**config.mk**
```make
export PLATFORM = sky130hd
export DESIGN_NAME = mul_booth_mc_flat
export DESIGN_NICKNAME = d
export VERILOG_FILES = /design/src/rtl/mul_booth_mc_if.sv /design/src/rtl/mul_booth_mc.sv /design/src/flat_wrapper.sv
export SDC_FILE = /design/constraint.sdc
export NUM_CORES = 1
export LEC_CHECK = 0
export ABC_AREA = 1
export ABC_CLOCK_PERIOD_IN_PS = 3800
export CAP_MARGIN = 30
export CORE_MARGIN = 1.5
export CORE_UTILIZATION = 50
export DETAILED_ROUTE_END_ITERATION = 12
export GPL_TIMING_DRIVEN = 0
export PLACE_DENSITY = 0.72
export SLEW_MARGIN = 0
export SYNTH_ARGS = -nofsm -noshare
export SYNTH_HDL_FRONTEND = slang
export SYNTH_SLANG_ARGS = --single-unit
export TNS_END_PERCENT = 30
```
**constraint.sdc**
```tcl
create_clock -name clk -period 3.8 [get_ports clk]
set_clock_uncertainty 0.15 [all_clocks]
set_input_delay 0.76 -clock clk [delete_from_list [all_inputs] [get_ports clk]]
set_output_delay 0.76 -clock clk [all_outputs]
set_load 0.1 [all_outputs]
```
**src/rtl/mul_booth_mc_if.sv**
```systemverilog
// Issue/result handshake bundle for the multi-cycle Booth multiplier.
// master = producer/consumer side, slave = multiplier side.
interface mul_booth_mc_if #(
  parameter int DATA_W = 8
);
  logic                  in_valid;
  logic                  in_ready;
  logic [DATA_W-1:0]     op1;
  logic [DATA_W-1:0]     op2;
  logic                  op1_signed;
  logic                  op2_signed;
  logic [2*DATA_W-1:0]   dout_C;
  logic                  out_valid;
  logic                  out_ready;

  modport master (
    output in_valid,
    output op1,
    output op2,
    output op1_signed,
    output op2_signed,
    output out_ready,
    input  in_ready,
    input  dout_C,
    input  out_valid
  );

  modport slave (
    input  in_valid,
    input  op1,
    input  op2,
    input  op1_signed,
    input  op2_signed,
    input  out_ready,
    output in_ready,
    output dout_C,
    output out_valid
  );
endinterface

```
**src/rtl/mul_booth_mc.sv**
```systemverilog
// Multi-cycle radix-4 Booth multiplier, one digit per cycle,
// signed/unsigned per operand, registered result with backpressure.
module mul_booth_mc #(
  parameter int DATA_W = 8
) (
  input logic          clk,
  input logic          rst,
  mul_booth_mc_if.slave bus
);
  localparam int ITER = DATA_W / 2 + 1;
  localparam int XW   = DATA_W + 2;
  localparam int AW   = 2 * DATA_W + 4;
  localparam int PW   = 2 * DATA_W;
  localparam int CW   = $clog2(ITER + 1);

  generate
    if ((DATA_W < 4) || (DATA_W % 2 != 0)) begin : g_bad_width
      $error("mul_booth_mc: DATA_W must be even and >= 4");
    end
  endgenerate

  typedef enum logic [1:0] {
    S_IDLE,
    S_BUSY,
    S_DONE
  } state_e;

  state_e          state_q, state_d;
  logic [CW-1:0]   cnt_q, cnt_d;
  logic [AW-1:0]   mcand_q, mcand_d;
  logic [AW-1:0]   acc_q, acc_d;
  logic [XW:0]     mplr_q, mplr_d;
  logic [PW-1:0]   dout_q, dout_d;
  logic            out_valid_q, out_valid_d;

  logic            accept;
  logic            last;
  logic            neg;
  logic [2:0]      trip;
  logic [AW-1:0]   mult;
  logic [AW-1:0]   sum;
  logic [AW-1:0]   ext1;
  logic [XW-1:0]   ext2;

  assign bus.in_ready  = (state_q == S_IDLE) |
                         ((state_q == S_DONE) & bus.out_ready);
  assign bus.dout_C    = dout_q;
  assign bus.out_valid = out_valid_q;

  assign accept = bus.in_valid & bus.in_ready;
  assign last   = (cnt_q == CW'(ITER - 1));

  assign ext1 = {{(AW - DATA_W){bus.op1_signed & bus.op1[DATA_W-1]}},
                 bus.op1};
  assign ext2 = {{2{bus.op2_signed & bus.op2[DATA_W-1]}}, bus.op2};

  // Multiplier shifts right two bits per cycle, so the live triplet
  // is always the bottom three bits; multiplicand shifts left to match.
  assign trip = mplr_q[2:0];

  always_comb begin
    mult = '0;
    neg  = 1'b0;
    unique case (trip)
      3'b001, 3'b010: mult = mcand_q;
      3'b011:         mult = mcand_q << 1;
      3'b100: begin
        mult = mcand_q << 1;
        neg  = 1'b1;
      end
      3'b101, 3'b110: begin
        mult = mcand_q;
        neg  = 1'b1;
      end
      default: mult = '0;
    endcase
  end

  assign sum = acc_q + (mult ^ {AW{neg}}) + AW'(neg);

  always_comb begin
    state_d     = state_q;
    cnt_d       = cnt_q;
    mcand_d     = mcand_q;
    acc_d       = acc_q;
    mplr_d      = mplr_q;
    dout_d      = dout_q;
    out_valid_d = out_valid_q;

    unique case (state_q)
      S_IDLE: ;
      S_BUSY: begin
        acc_d   = sum;
        mcand_d = mcand_q << 2;
        mplr_d  = mplr_q >> 2;
        cnt_d   = cnt_q + 1'b1;
        if (last) begin
          dout_d      = sum[PW-1:0];
          out_valid_d = 1'b1;
          state_d     = S_DONE;
        end
      end
      S_DONE: begin
        if (bus.out_ready) begin
          out_valid_d = 1'b0;
          state_d     = S_IDLE;
        end
      end
      default: state_d = S_IDLE;
    endcase

    // Accept overrides the IDLE/DONE transitions above.
    if (accept) begin
      mcand_d = ext1;
      mplr_d  = {ext2, 1'b0};
      acc_d   = '0;
      cnt_d   = '0;
      state_d = S_BUSY;
    end
  end

  always_ff @(posedge clk) begin
    if (rst) begin
      state_q     <= S_IDLE;
      cnt_q       <= '0;
      mcand_q     <= '0;
      acc_q       <= '0;
      mplr_q      <= '0;
      dout_q      <= '0;
      out_valid_q <= 1'b0;
    end else begin
      state_q     <= state_d;
      cnt_q       <= cnt_d;
      mcand_q     <= mcand_d;
      acc_q       <= acc_d;
      mplr_q      <= mplr_d;
      dout_q      <= dout_d;
      out_valid_q <= out_valid_d;
    end
  end
endmodule

```
**src/flat_wrapper.sv**
```systemverilog
// flat-port wrapper written by rule: the top's interface ports become plain ports
module mul_booth_mc_flat 
#(
  parameter int DATA_W = 8
)
  (clk, rst, bus_in_valid, bus_op1, bus_op2, bus_op1_signed, bus_op2_signed, bus_out_ready, bus_in_ready, bus_dout_C, bus_out_valid);
  mul_booth_mc_if #(.DATA_W(DATA_W)) bus_i ();
  input logic clk;
  input logic rst;
  input wire logic [$bits(bus_i.in_valid)-1:0] bus_in_valid;
  input wire logic [$bits(bus_i.op1)-1:0] bus_op1;
  input wire logic [$bits(bus_i.op2)-1:0] bus_op2;
  input wire logic [$bits(bus_i.op1_signed)-1:0] bus_op1_signed;
  input wire logic [$bits(bus_i.op2_signed)-1:0] bus_op2_signed;
  input wire logic [$bits(bus_i.out_ready)-1:0] bus_out_ready;
  output wire logic [$bits(bus_i.in_ready)-1:0] bus_in_ready;
  output wire logic [$bits(bus_i.dout_C)-1:0] bus_dout_C;
  output wire logic [$bits(bus_i.out_valid)-1:0] bus_out_valid;
  assign bus_i.in_valid = bus_in_valid;
  assign bus_i.op1 = bus_op1;
  assign bus_i.op2 = bus_op2;
  assign bus_i.op1_signed = bus_op1_signed;
  assign bus_i.op2_signed = bus_op2_signed;
  assign bus_i.out_ready = bus_out_ready;
  assign bus_in_ready = bus_i.in_ready;
  assign bus_dout_C = bus_i.dout_C;
  assign bus_out_valid = bus_i.out_valid;
  mul_booth_mc #(.DATA_W(DATA_W)) u_core (.clk(clk), .rst(rst), .bus(bus_i));
endmodule
```
== After elaboration in Yosys (flattened, before gate mapping) ==
Index checks and enable logic that the tools add are counted.

* Bits in registers: 73
* Output and inout port bits: 18
* Word-level logic and storage cells: 57

* Add/subtract/negate cells: 3
* Equality and inequality tests: 14
* Reductions and logical operators: 11
* Bitwise logic cells: 7
* Multiplexer cells: 13

{| class="wikitable"
|+ Operators with widths
! kind !! number
|-
| $mux 20 || 2
|-
| $pmux 20 s2 || 1
|-
| $mux 11 || 2
|-
| $add 20x1->20 || 1
|-
| $add 20x20->20 || 1
|-
| $xor 20x20->20 || 1
|-
| $eq 3x3->1 const B || 4
|-
| $reduce_and 3->1 || 3
|-
| $eq 3x2->1 const B || 2
|-
| $pmux 2 s3 || 1
|-
| $and 1x1->1 || 4
|-
| $mux 1 || 4
|-
| $mux 2 || 2
|-
| $ne 2x1->1 const B || 2
|-
| $reduce_bool 2->1 || 2
|-
| $reduce_or 2->1 || 2
|-
| $reduce_or 4->1 || 1
|-
| $add 3x1->3 const B || 1
|-
| $eq 3x1->1 const B || 1
|-
| $ne 3x1->1 const B || 1
|-
| $ne 3x2->1 const B || 1
|-
| $reduce_or 3->1 || 1
|-
| $eq 2x1->1 const B || 1
|-
| $eq 2x2->1 const B || 1
|-
| 6 further kinds || 6
|}

== Logic depth before layout (Yosys ltp) ==
* Depth in word-level cells: 6
* Depth in mapped cells: 21
* Depth with buffers taken out: 21

== Worst setup path after synthesis ==
No wires, ideal clock.

* Path kind: register to register
* From: register u_core.mplr_q[0]
* To: register u_core.dout_q[14] (netlist: u_core.bus.dout_C[14])
* Period minus slack after synthesis: 2870 ps
* Library setup time: 109 ps
* Data arrival time: 2611 ps
* Slack: 930 ps
* Stages on the path, launching flop included: 18
* Data required time: 3541 ps
* Path through: dfxtp_1 -> inv_1 -> ha_1 -> inv_1 -> clkbuf_1 -> o22ai_1 -> xor2_1 -> ha_1 -> a21oi_1 -> o21ai_0 -> nand2_1 -> nand3_1 -> nand2_1 -> inv_1 -> o21ai_0 -> nand3_1 -> nand2_1 -> inv_1

* Word-level cells in the longest chain between the ends: 6
* Elaborated cells between the ends (all ways): 14
* Classes of those cells: add/sub: 2; eq/ne: 6; mux: 2; bitwise: 1; reduce/logical: 3

{| class="wikitable"
|+ RTL lines
! what !! RTL line !! source
|-
| from (decl) || mul_booth_mc.sv:32 || <nowiki>logic [XW:0] mplr_q, mplr_d;</nowiki>
|-
| from (signal assigned) || mul_booth_mc.sv:136 || <nowiki>mplr_q <= mplr_d;</nowiki>
|-
| $eq 3x1->1 (tied with other cells) || mul_booth_mc.sv:64 || <nowiki>unique case (trip)</nowiki>
|-
| $reduce_or 4->1 (no source line) (tied with other cells) || -- ||
|-
| $pmux 20 s2 / $mux 1 (equally long branches) || mul_booth_mc.sv:64 ||
|-
| $xor 20x20->20 || mul_booth_mc.sv:79 || <nowiki>assign sum = acc_q + (mult ^ {AW{neg}}) + AW'(neg);</nowiki>
|-
| $add 20x20->20 || mul_booth_mc.sv:79 ||
|-
| $add 20x1->20 * || mul_booth_mc.sv:79 ||
|-
| to (signal assigned) || mul_booth_mc.sv:137 || <nowiki>dout_q <= dout_d;</nowiki>
|-
| to (decl) || mul_booth_mc.sv:33 || <nowiki>logic [PW-1:0] dout_q, dout_d;</nowiki>
|}

Every way passes the cells marked *; elsewhere a longest branch is shown, timed or not.
A chain may end at the register's enable or synchronous reset.

== Worst setup path after layout ==
* From: input port bus_out_ready
* To: output port bus_in_ready

* Word-level cells in the longest chain between the ends: 2

{| class="wikitable"
|+ RTL lines
! what !! RTL line !! source
|-
| from (decl) || flat_wrapper.sv:15 || <nowiki>input wire logic [$bits(bus_i.out_ready)-1:0] bus_out_ready;</nowiki>
|-
| $and 1x1->1 || mul_booth_mc.sv:46 || <nowiki>((state_q == S_DONE) & bus.out_ready);</nowiki>
|-
| $or 1x1->1 || mul_booth_mc.sv:45 || <nowiki>assign bus.in_ready = (state_q == S_IDLE) |</nowiki>
|-
| to (decl) || flat_wrapper.sv:16 || <nowiki>output wire logic [$bits(bus_i.in_ready)-1:0] bus_in_ready;</nowiki>
|}

No other way between the ends.

==> flow_metrics.env <==
export IMPL_cts_reportedPaths_clkPinSlew_ns=0.07
export IMPL_synth_largest_type_area_fraction_pct=34.0
export IMPL_clk_latency_ns=0.34
export IMPL_area_delta_synth_final_pct=18.8
export IMPL_timing_rr_start="u_core.mplr_q[0]"
export IMPL_maxCapViolCount=0
export IMPL_syn_nets=597
export IMPL_die_width_um=89.8
export IMPL_initial_utilization_pct=51.9
export IMPL_reg2reg_setup_slack_ns=0.43
export IMPL_whs_ns=0.312
export IMPL_fin_crit_ns=3.49
export IMPL_finalSetupViolCount=0
export IMPL_ioPinCount=40
export IMPL_core_area_mm2=0.00725
export IMPL_end_kind="output port"
export IMPL_cts_inserted_buffers=9
export IMPL_critPathMostFrequentCell="sky130_fd_sc_hd__clkdlybuf4s50_1"
export IMPL_rows=31
export IMPL_yosys_top_cells_area="sky130_fd_sc_hd__dfxtp_1 (34%), sky130_fd_sc_hd__nand2_1 (12%), sky130_fd_sc_hd__inv_1 (8.1%), sky130_fd_sc_hd__ha_1 (7.0%), sky130_fd_sc_hd__nor2_1 (6.9%)"
export IMPL_track_usage_pct=25.7
export IMPL_avgSynthCellArea_um2=6.81
export IMPL_post_route_cells_drive_above_1_share_pct=7.11
export IMPL_finalMaxSlewViolations=0
export IMPL_nets=645
export IMPL_die_area_mm2=0.00806
export IMPL_run_status="finished clean"
export IMPL_synth_seq_cells=64
export IMPL_synth_enable_flop_cells=0
export IMPL_largest_net_degree_at_the_start_of_global_routing=11
export IMPL_power_density_cell_area_mw_per_mm2=378
export IMPL_yosys_warnings=0
export IMPL_placed_area_mm2=0.00427
export IMPL_vias=3611
export IMPL_postCtsSetupRepairBufs=0
export IMPL_port_buffers=38
export IMPL_final_antenna_net_count=0
export IMPL_worstMarginPinSlew_ns=0.979
export IMPL_critical_path_buf_inv_count=2
export IMPL_dp_final_hpwl_um=7410
export IMPL_clock_fmax_ghz=0.286
export IMPL_chipHeight_um=89.8
export IMPL_yosysUniqueCellTypes=36
export IMPL_critical_path_max_fanout=2
export IMPL_hold_path_startpoint="u_core.mplr_q[9]"
export IMPL_finalHoldViolCount=0
export IMPL_setup_worst_path_start="bus_out_ready"
export IMPL_drtIter0Drc=224
export IMPL_clockBufferDepth=2
export IMPL_synthCells=553
export IMPL_globalRouteOverflowTotal=0
export IMPL_final_area_mm2=0.00447
export IMPL_max_vdd_ir_drop_v=0.000266
export IMPL_yosysSeqAreaShare_pct=34.0
export IMPL_maxSlewHeadroom_pct=34.6
export IMPL_grt_pass1_vias=3504
export IMPL_power_static_leakage_nw=2.12
export IMPL_max_stage_delay_ns=1.16
export IMPL_synth_most_common_cell="sky130_fd_sc_hd__nand2_1"
export IMPL_antenna_diodes=0
export IMPL_crit_required_ns=2.89
export IMPL_clock_sinks=64
export IMPL_hold_path_class="reg -> reg"
export IMPL_avgViaCountPerCell=5.13
export IMPL_critical_path_top_delay_family="buffers and inverters"
export IMPL_drt_pre_antenna_iters=5
export IMPL_finalWeightedCongestion=0.934
export IMPL_critical_path_startpoint_type="input pin"
export IMPL_grt_antenna_before_repair=0
export IMPL_synth_top_cells_by_count="sky130_fd_sc_hd__nand2_1 (124), sky130_fd_sc_hd__inv_1 (81), sky130_fd_sc_hd__nor2_1 (69)"
export IMPL_p_total_w=0.00169
export IMPL_worst_slack_ns=0.306
export IMPL_finalSetupTns_ns=0
export IMPL_drc_errors=0
export IMPL_critPathArrivalTime_ns=2.58
export IMPL_total_wirelength_of_the_detailed_routed_design_um=9750
export IMPL_cp_cell_sequence="clkdlybuf4s50_1, nor2_1, nor2_2, clkdlybuf4s50_1"
export IMPL_clock_tree_htree_level_count=3
export IMPL_routedWlPerCell_um=13.8
export IMPL_synth_cell_area_mm2=0.00376
export IMPL_synth_top_area_cell="sky130_fd_sc_hd__dfxtp_1"
export IMPL_critical_path_slowest_cell="sky130_fd_sc_hd__clkdlybuf4s50_1"
export IMPL_n_fill_cell=732
export IMPL_synth_async_reset_ratio_pct=0
export IMPL_rsz0062_at_grt="no"
export IMPL_post_cts_repair_resize_count=0
export IMPL_path_class="in -> out"
export IMPL_dp_slack_ns=0.304
export IMPL_grt_first_pass_wirelength_um=16500
export IMPL_timing_final_crit_share_pct=91.9
export IMPL_tritoncts="yes"
export IMPL_clock_tree_root_driver_cell="sky130_fd_sc_hd__clkbuf_8"
export IMPL_ys_flop_type="sky130_fd_sc_hd__dfxtp_1"
==> cell families after synthesis <==
| logic type | Yosys count | share of synthesized area [%] |
|---|---|---|
| flops | 64 | 34.0 |
| xor+xnor | 22 | 5.12 |
| buf+inv | 107 | 11.2 |
| simple gates | 237 | 26.3 |
| compound gates | 101 | 15.9 |
| fa+ha+maj | 22 | 7.51 |
==> worst register-to-register path, delay by kind of cell (launching register included) <==
| family | cells | cell delay [ns] |
|---|---|---|
| flops | 1 | 0.39 |
| fa+ha+maj | 2 | 0.50 |
| compound gates | 4 | 0.69 |
| xor+xnor | 1 | 0.21 |
| simple gates | 7 | 0.83 |
| buf+inv | 5 | 0.49 |
==> final timing paths <==
| kind | end | cells after the start |
|---|---|---|
| max | bus_in_ready | 4 |
| min | u_core.mplr_q[9] | 2 |
| max reg2reg | u_core.acc_q[14] | 19 |
| min reg2reg | u_core.mplr_q[9] | 2 |
==> per-stage QoR <==
step	cells	utilization, %
after global placement	690	58.9
after global routing	704	61.7
after CTS	705	61.7
final	704	61.7
after detailed placement	690	58.9
after floorplan	553	-
==> layer usage <==
metal | share of wire, % | wire length, µm | GRT usage [%] | up-vias
li1 | - | - | - | 1870
met1 | 47 | 4600 | 33.2 | 1654
met2 | 47 | 4610 | 43.3 | 74
met3 | 3.9 | 384 | 4.91 | 13
met4 | 1.5 | 146 | 8.20 | 0
met5 | 0 | 0 | 0 | -
==> power breakdown <==
part           total, W  internal (W)  switching, W  leakage [nW]
sequential     0.000725      0.000704     0.0000212         0.522
clock          0.000616      0.000354      0.000262         0.102
combinational  0.000350      0.000122      0.000228          1.49
==> cells in the final DEF (no fill, tap or decap), drive strengths merged <==
cell / count
nand2: 128
inv: 85
nor2: 72
dfxtp: 64
clkdlybuf4s50: 38
o21ai: 34
nand3: 26
a21oi: 24
clkbuf: 23
xor2: 21
ha: 21
a31oi: 14
o22ai: 13
buf: 11
a221oi: 8
nor3: 5
nand3b: 3
o31ai: 2
or2: 2
nand4: 1
a21o: 1
o211ai: 1
xnor2: 1
a211oi: 1
o21bai: 1
o21a: 1
a311oi: 1
fa: 1
clkinvlp: 1
bufinv: 1
==> sequential cells by signal, summed over array words and instances, names as in the netlist <==
signal	flops
u_core.cnt_q	3
u_core.acc_q	16
u_core.bus.out_valid	1
u_core.bus.dout_C	16
u_core.state_q	2
u_core.mcand_q	16
u_core.mplr_q	10
==> cell type report <==
cell class	instances	area, µm²	area share (%)
inverter	85	319	7.13
timing repair buffer	38	380	8.51
clock inverter	2	37.5	0.839
multi-input combinational	382	2060	46.1
tap	99	124	2.77
clock buffer	13	169	3.78
sequential	64	1280	28.7
buffer	21	97.6	2.18
==> repair_timing <==
item | 4_1_cts | 5_1_grt
hold endpoints to repair | 0 | 0
hold buffers | 0 | 0
setup endpoints to repair | 0 | 1
No activity file was read; power rests on OpenSTA's default activity.
